## src/rtl/vending_credit_engine.sv

```systemverilog
// Credit/dispense engine: accepts coins, serves selections and returns change greedily, one coin per cycle.
// Define VM_AUTO_TIMEOUT_EN to enable the idle auto-return timer.
module vending_credit_engine #(
  parameter int NUM_COINS   = 3,
  parameter int NUM_ITEMS   = 4,
  parameter int TOTAL_BITS  = 31,
  parameter int WAIT_CYCLES = 100
) (
  input  logic                            clk,
  input  logic                            reset,
  input  logic [NUM_COINS-1:0]            i_input_coin,
  input  logic [NUM_ITEMS-1:0]            i_select_item,
  input  logic                            i_trigger_return,
  input  logic [NUM_ITEMS*TOTAL_BITS-1:0] i_item_price,
  input  logic [NUM_COINS*TOTAL_BITS-1:0] i_coin_value,
  output logic [NUM_ITEMS-1:0]            o_available_item,
  output logic [NUM_ITEMS-1:0]            o_output_item,
  output logic [NUM_COINS-1:0]            o_return_coin,
  output logic                            o_coin_reject,
  output logic                            o_busy,
  output logic [TOTAL_BITS-1:0]           o_credit,
  output logic [TOTAL_BITS-1:0]           o_input_total,
  output logic [TOTAL_BITS-1:0]           o_output_total,
  output logic [TOTAL_BITS-1:0]           o_return_total
);

  localparam logic [1:0] S_IDLE   = 2'd0;
  localparam logic [1:0] S_ACTIVE = 2'd1;
  localparam logic [1:0] S_RETURN = 2'd2;
  // Wide enough that credit plus every coin at once cannot wrap.
  localparam int SUM_W = TOTAL_BITS + $clog2(NUM_COINS + 1);
  localparam logic [SUM_W-1:0] W_MAX = SUM_W'({TOTAL_BITS{1'b1}});

  logic [1:0]            r_state;
  logic [TOTAL_BITS-1:0] r_credit;
  logic [TOTAL_BITS-1:0] r_input_total;
  logic [TOTAL_BITS-1:0] r_output_total;
  logic [TOTAL_BITS-1:0] r_return_total;
  logic [NUM_ITEMS-1:0]  r_output_item;
  logic [NUM_COINS-1:0]  r_return_coin;
  logic                  r_coin_reject;

  logic [SUM_W-1:0]      w_coin_sum;
  logic                  w_coin_fits;
  logic [NUM_ITEMS-1:0]  w_sel_onehot;
  logic [TOTAL_BITS-1:0] w_sel_price;
  logic                  w_sel_ok;
  logic [NUM_COINS-1:0]  w_ret_onehot;
  logic [TOTAL_BITS-1:0] w_ret_value;
  logic                  w_ret_valid;
  logic                  w_coin_ok;
  logic                  w_dispense;
  logic                  w_tick;
  logic                  w_ret_done;
  logic                  w_timeout;
  logic [NUM_ITEMS-1:0]  w_avail;

  always_comb begin
    w_coin_sum = '0;
    for (int c = 0; c < NUM_COINS; c++) begin
      w_coin_sum = w_coin_sum +
        (i_input_coin[c] ? SUM_W'(i_coin_value[c*TOTAL_BITS +: TOTAL_BITS]) : SUM_W'(0));
    end
  end

  assign w_coin_fits  = (SUM_W'(r_credit) + w_coin_sum) <= W_MAX;
  assign w_sel_onehot = i_select_item & (~i_select_item + NUM_ITEMS'(1));

  always_comb begin
    w_sel_price = '0;
    w_avail     = '0;
    for (int k = 0; k < NUM_ITEMS; k++) begin
      w_sel_price = w_sel_price |
        (w_sel_onehot[k] ? i_item_price[k*TOTAL_BITS +: TOTAL_BITS] : {TOTAL_BITS{1'b0}});
      w_avail[k]  = (r_state == S_ACTIVE) && (r_credit >= i_item_price[k*TOTAL_BITS +: TOTAL_BITS]);
    end
  end

  // Coin values ascend, so the last affordable index is the largest returnable coin.
  always_comb begin
    w_ret_onehot = '0;
    w_ret_value  = '0;
    for (int j = 0; j < NUM_COINS; j++) begin
      w_ret_onehot = (i_coin_value[j*TOTAL_BITS +: TOTAL_BITS] <= r_credit) ?
                     (NUM_COINS'(1) << j) : w_ret_onehot;
      w_ret_value  = (i_coin_value[j*TOTAL_BITS +: TOTAL_BITS] <= r_credit) ?
                     i_coin_value[j*TOTAL_BITS +: TOTAL_BITS] : w_ret_value;
    end
  end

  assign w_sel_ok    = (|i_select_item) && (r_credit >= w_sel_price);
  assign w_ret_valid = |w_ret_onehot;
  assign w_coin_ok   = ((r_state == S_IDLE) || (r_state == S_ACTIVE)) && !i_trigger_return &&
                       (|i_input_coin) && w_coin_fits;
  assign w_dispense  = (r_state == S_ACTIVE) && !i_trigger_return && !(|i_input_coin) && w_sel_ok;
  assign w_tick      = (r_state == S_ACTIVE) && !i_trigger_return && !w_coin_ok && !w_dispense;
  assign w_ret_done  = (r_state == S_RETURN) && !w_ret_valid;

`ifdef VM_AUTO_TIMEOUT_EN
  localparam int TMR_W = $clog2(WAIT_CYCLES + 1);
  logic [TMR_W-1:0] r_timer;

  always_ff @(posedge clk) begin
    if (reset) begin
      r_timer <= TMR_W'(WAIT_CYCLES);
    end else if (w_coin_ok || w_dispense || w_ret_done) begin
      r_timer <= TMR_W'(WAIT_CYCLES);
    end else if (w_tick) begin
      r_timer <= r_timer - TMR_W'(1);
    end else begin
      r_timer <= r_timer;
    end
  end

  assign w_timeout = w_tick && (r_timer == TMR_W'(1));
`else
  assign w_timeout = 1'b0;
`endif

  always_ff @(posedge clk) begin
    if (reset) begin
      r_state        <= S_IDLE;
      r_credit       <= '0;
      r_input_total  <= '0;
      r_output_total <= '0;
      r_return_total <= '0;
      r_output_item  <= '0;
      r_return_coin  <= '0;
      r_coin_reject  <= 1'b0;
    end else begin
      r_output_item <= '0;
      r_return_coin <= '0;
      r_coin_reject <= 1'b0;
      case (r_state)
        S_IDLE, S_ACTIVE: begin
          r_coin_reject <= (|i_input_coin) && (i_trigger_return || !w_coin_fits);
          if (i_trigger_return) begin
            r_state <= (r_state == S_ACTIVE) ? S_RETURN : S_IDLE;
          end else if (w_coin_ok) begin
            r_credit      <= r_credit + w_coin_sum[TOTAL_BITS-1:0];
            r_input_total <= r_input_total + w_coin_sum[TOTAL_BITS-1:0];
            r_state       <= S_ACTIVE;
          end else if (w_dispense) begin
            r_output_item  <= w_sel_onehot;
            r_credit       <= r_credit - w_sel_price;
            r_output_total <= r_output_total + w_sel_price;
            r_state        <= (r_credit == w_sel_price) ? S_IDLE : S_ACTIVE;
          end else if (w_timeout) begin
            r_state <= S_RETURN;
          end else begin
            r_state <= r_state;
          end
        end
        S_RETURN: begin
          r_coin_reject <= |i_input_coin;
          if (w_ret_valid) begin
            r_return_coin  <= w_ret_onehot;
            r_credit       <= r_credit - w_ret_value;
            r_return_total <= r_return_total + w_ret_value;
          end else begin
            r_credit <= '0;
            r_state  <= S_IDLE;
          end
        end
        default: begin
          r_state  <= S_IDLE;
          r_credit <= '0;
        end
      endcase
    end
  end

  assign o_available_item = w_avail;
  assign o_output_item    = r_output_item;
  assign o_return_coin    = r_return_coin;
  assign o_coin_reject    = r_coin_reject;
  assign o_busy           = (r_state == S_RETURN);
  assign o_credit         = r_credit;
  assign o_input_total    = r_input_total;
  assign o_output_total   = r_output_total;
  assign o_return_total   = r_return_total;

endmodule

```

## config.mk

```make
export PLATFORM = sky130hd
export DESIGN_NAME = vending_credit_engine
export DESIGN_NICKNAME = d
export VERILOG_FILES = /design/src/rtl/vending_credit_engine.sv
export SDC_FILE = /design/constraint.sdc
export NUM_CORES = 1
export LEC_CHECK = 0
export CAP_MARGIN = 25
export CORE_MARGIN = 1
export CORE_UTILIZATION = 52
export CTS_CLUSTER_SIZE = 28
export DETAILED_ROUTE_END_ITERATION = 16
export GPL_TIMING_DRIVEN = 0
export PLACE_DENSITY = 0.81
export SKIP_CTS_REPAIR_TIMING = 1
export SKIP_LAST_GASP = 1
export SYNTH_ARGS = -nofsm -noshare
export SYNTH_HDL_FRONTEND = slang
export SYNTH_SLANG_ARGS = --single-unit
```

## constraint.sdc

```tcl
create_clock -name clk -period 19.5 [get_ports clk]
set_clock_uncertainty 0.05 [all_clocks]
set_input_delay 2.925 -clock clk [delete_from_list [all_inputs] [get_ports clk]]
set_output_delay 2.925 -clock clk [all_outputs]
set_load 0.03 [all_outputs]
```

==> out/metrics.csv <==
stage;metric;value;unit
run_status;run status;completed;
grt;number of antenna violations at the first check in global routing;3;
layout;fraction of layout cells with a size suffix above 1;0.0316;
route;top layer in use;met5;
worst_setup_path;count of buffer and inverter cells on the critical path;5;
sta;post-layout min period;10.91;ns
sta;setup repair after global routing missed its margin;no;
synthesis;share of the synthesized area in the top cell type;0.228;
grt;wire length of the first global-routing pass;139000;um
sta;Max Fclk;91.6;MHz
route;detail-routed via count per cell;6.30;
place;count of port buffers added during placement;362;
sta;total negative slack for setup checks;0;ns
route;detailed-router iteration count before antenna repair;10;
floorplanning;# rows;77;
power;Static Leak;13.6;nW
grt;largest net degree at the start of global routing;17;
floorplanning;area of the die;46300;um^2
route;routed vias;26500;
power;worst vdd ir;0.0720;mV
synthesis;Main synth FF type;sky130_fd_sc_hd__dfxtp_1;
layout;P&R area growth vs syn;21.8;%
synthesis;Yosys top cell by area;sky130_fd_sc_hd__ha_1;
synthesis;flip-flop and latch count after synthesis;134;
sta;fin crit share;0.560;
sta;count of final max-slew check failures;0;
sta;number of hold-slack violations in the final timing report;0;
route;DR WL met2;40000;um
floorplanning;CORE AREA;44500;um^2
route;# DRC;0;
clock_network;clock slew at the register clock pins of the worst setup and hold paths;0.06;ns
synthesis;Post-synth ARST share;0;
power;power density of the placed cells;129;nW/um^2
min_path;hold crit path type;flip-flop to flip-flop;
synthesis;synthesized net count;3901;
worst_setup_path;required time at the endpoint of the critical path;19.82;ns
place;dpl hpwl;76700;um
worst_setup_path;worst reg2reg path startpoint;o_credit[26];
layout;most frequent cells in the layout;sky130_fd_sc_hd__ha_1 (431), sky130_fd_sc_hd__nand2_1 (386), sky130_fd_sc_hd__clkdlybuf4s50_1 (362);
route;antenna violation net count after detailed routing;0;
route;M1 wire length;38000;um
synthesis;multiplexer share of the synthesized area;0.0190;
worst_setup_path;cell with the largest stage delay on the worst path;sky130_fd_sc_hd__nor2_1;
synthesis;cell count after synthesis;3205;
route;Starting DRT DRC Count;2864;
synthesis;count of flip-flops with a built-in enable after synthesis;0;
route;total met3 wirelength after detailed routing;10200;um
clock_network;clock tree from TritonCTS;done;
layout;fillcell total;4056;
place;final estimated routing congestion in global placement;1.02;
min_path;launch instance of the worst min-delay path;o_output_total[9];
clock_network;Worst-Skew Late Latency;0.45;ns
worst_setup_path;Crit path arrival time;11.23;ns
sta;measured slew at the worst slew-check pin;1.17;ns
worst_setup_path;CP Capture Type;flip-flop;
floorplanning;Die Span X;215;um
clock_network;number of sinks driven by the clock tree;134;
synthesis;number of synthesis warnings;0;
worst_setup_path;Slowest Stage Delay on Critical Path;0.71;ns
route;total wire length after detailed routing;92700;um
synthesis;dominant combinational cell family by area after synthesis;compound AO/OA/AOI/OAI gates;
sta;worst hold margin;0.426;ns
synthesis;leading post-synthesis cells by cell area;sky130_fd_sc_hd__ha_1 (23%), sky130_fd_sc_hd__dfxtp_1 (11%), sky130_fd_sc_hd__nand2_1 (6.1%);
synthesis;count of cell types in the netlist;86;
clock_network;CTS Buf Count;17;
layout;leading cell type in the layout, fill and taps excluded;sky130_fd_sc_hd__ha_1;
clock_network;depth of the CTS H-tree;4;
grt;GRT Overall Usage;0.386;
sta;Max-slew headroom;0.217;
floorplanning;Die H;215;um
floorplanning;initial standard-cell utilization of the core;0.531;
synthesis;mean area per synthesized cell;7.38;um^2
sta;Final Setup Violations;0;
worst_setup_path;worst setup path category;primary input to flip-flop;
synthesis;total standard cell area after synthesis;23600;um^2
synthesis;Synth Area in Compound Gates;0.291;
layout;number of nets in the layout;4285;
clock_network;root buffer cell;sky130_fd_sc_hd__clkbuf_16;
grt;total congestion overflow;0;
worst_setup_path;Critical Path Source Type;primary input;
synthesis;fraction of the mapped netlist area in adder cells;0.260;
synthesis;parity-gate share of the synthesized area counting xor and xnor cells;0.0637;
floorplanning;number of top-level pins;364;
worst_setup_path;launching instance or port of the critical path;i_input_coin[0];
clock_network;number of buffers on the longest clock path;2;
grt;number of global-route vias before repair;24300;
synthesis;fraction of the yosys area taken by sequential cells;0.113;
run;max_cap viols;0;
route;drt wl/cell;22.1;um
synthesis;simple-gate portion of the synthesized area;0.184;
worst_setup_path;biggest fanout along the worst timing path;10;
worst_setup_path;cell type group with the largest total delay on the critical path;compound AO/OA/AOI/OAI gates;
[flip-flops by register name, summed over array words and instances (netlist names)]
name,count
o_return_coin,3
o_return_total,31
o_input_total,31
r_state,2
o_output_total,31
o_credit,31
o_output_item,4
o_coin_reject,1
[where the power goes]
part | internal [W] | switching, W | total, W
Combinational | 0.00114 | 0.00163 | 0.00277
Clock | 0.000277 | 0.000145 | 0.000422
Sequential | 0.000328 | 0.000187 | 0.000515
[cell type report]
cell class                      count  area, um^2  share of cell area
Inverter                          326        1220              0.0425
Clock buffer                       21         470              0.0163
Clock inverter                     11         265             0.00921
Sequential cell                   134        2680              0.0932
Antenna cell                        6        15.0            0.000522
Multi-Input combinational cell   2651       19300               0.672
Tap cell                          592         741              0.0257
Buffer                             94         397              0.0138
Timing Repair Buffer              365        3650               0.127
[synth_stat cells (all sizes together), types with 55 or more instances]
master	count
o21a	56
nand3	77
o21ai	180
nand2	387
ha	431
nor2	197
xnor2	117
inv	326
a21o	125
a211oi	58
clkbuf	72
a21oi	287
dfxtp	134
xor2	55
[metrics by stage]
step                      total power, W  worst slack [ns]  utilization  std cells  instance area [um^2]
final                            0.00371              8.59        0.647       4200                 28800
after global routing             0.00395              8.30        0.647       4197                 28800
after CTS                        0.00362              8.99        0.646       4193                 28800
after detailed placement         0.00318              8.56        0.630       4161                 28000
after global placement           0.00315              8.64        0.629       4159                 28000
after floorplan                  0.00238             10.90            -       3205                 23600
[path summary, 6_finish.rpt]
check,to,slack [ns],depth (start not counted)
max,o_input_total[28],8.59,29
min,o_output_total[9],0.43,2
max reg2reg,o_credit[30],10.77,24
min reg2reg,o_output_total[9],0.43,2
[routing by layer]
layer	vias up	track usage
met5	-	0.0292
met4	4	0.165
met3	297	0.0988
met2	1424	0.599
met1	12300	0.502
li1	12400	-
[tightest hold or removal path: stages (launching register included)]
cell,delay [ns]
sky130_fd_sc_hd__dfxtp_1,0.32
sky130_fd_sc_hd__nand2_1,0.06
sky130_fd_sc_hd__a21oi_1,0.05
[cells by family (layout without fill, tap and decap cells)]
| group | Yosys count | count (layout) |
|---|---|---|
| adders and majority gates | 469 | 469 |
| buffers and inverters | 420 | 817 |
| xor gates and xnor gates | 172 | 172 |
| and+or+nand+nor | 938 | 938 |
| AOI/OAI and AO/OA | 1031 | 1031 |
| DFF | 134 | 134 |
| other | 0 | 6 |
| muxes | 41 | 41 |
Note: power is estimated with default switching activity, not from simulation.
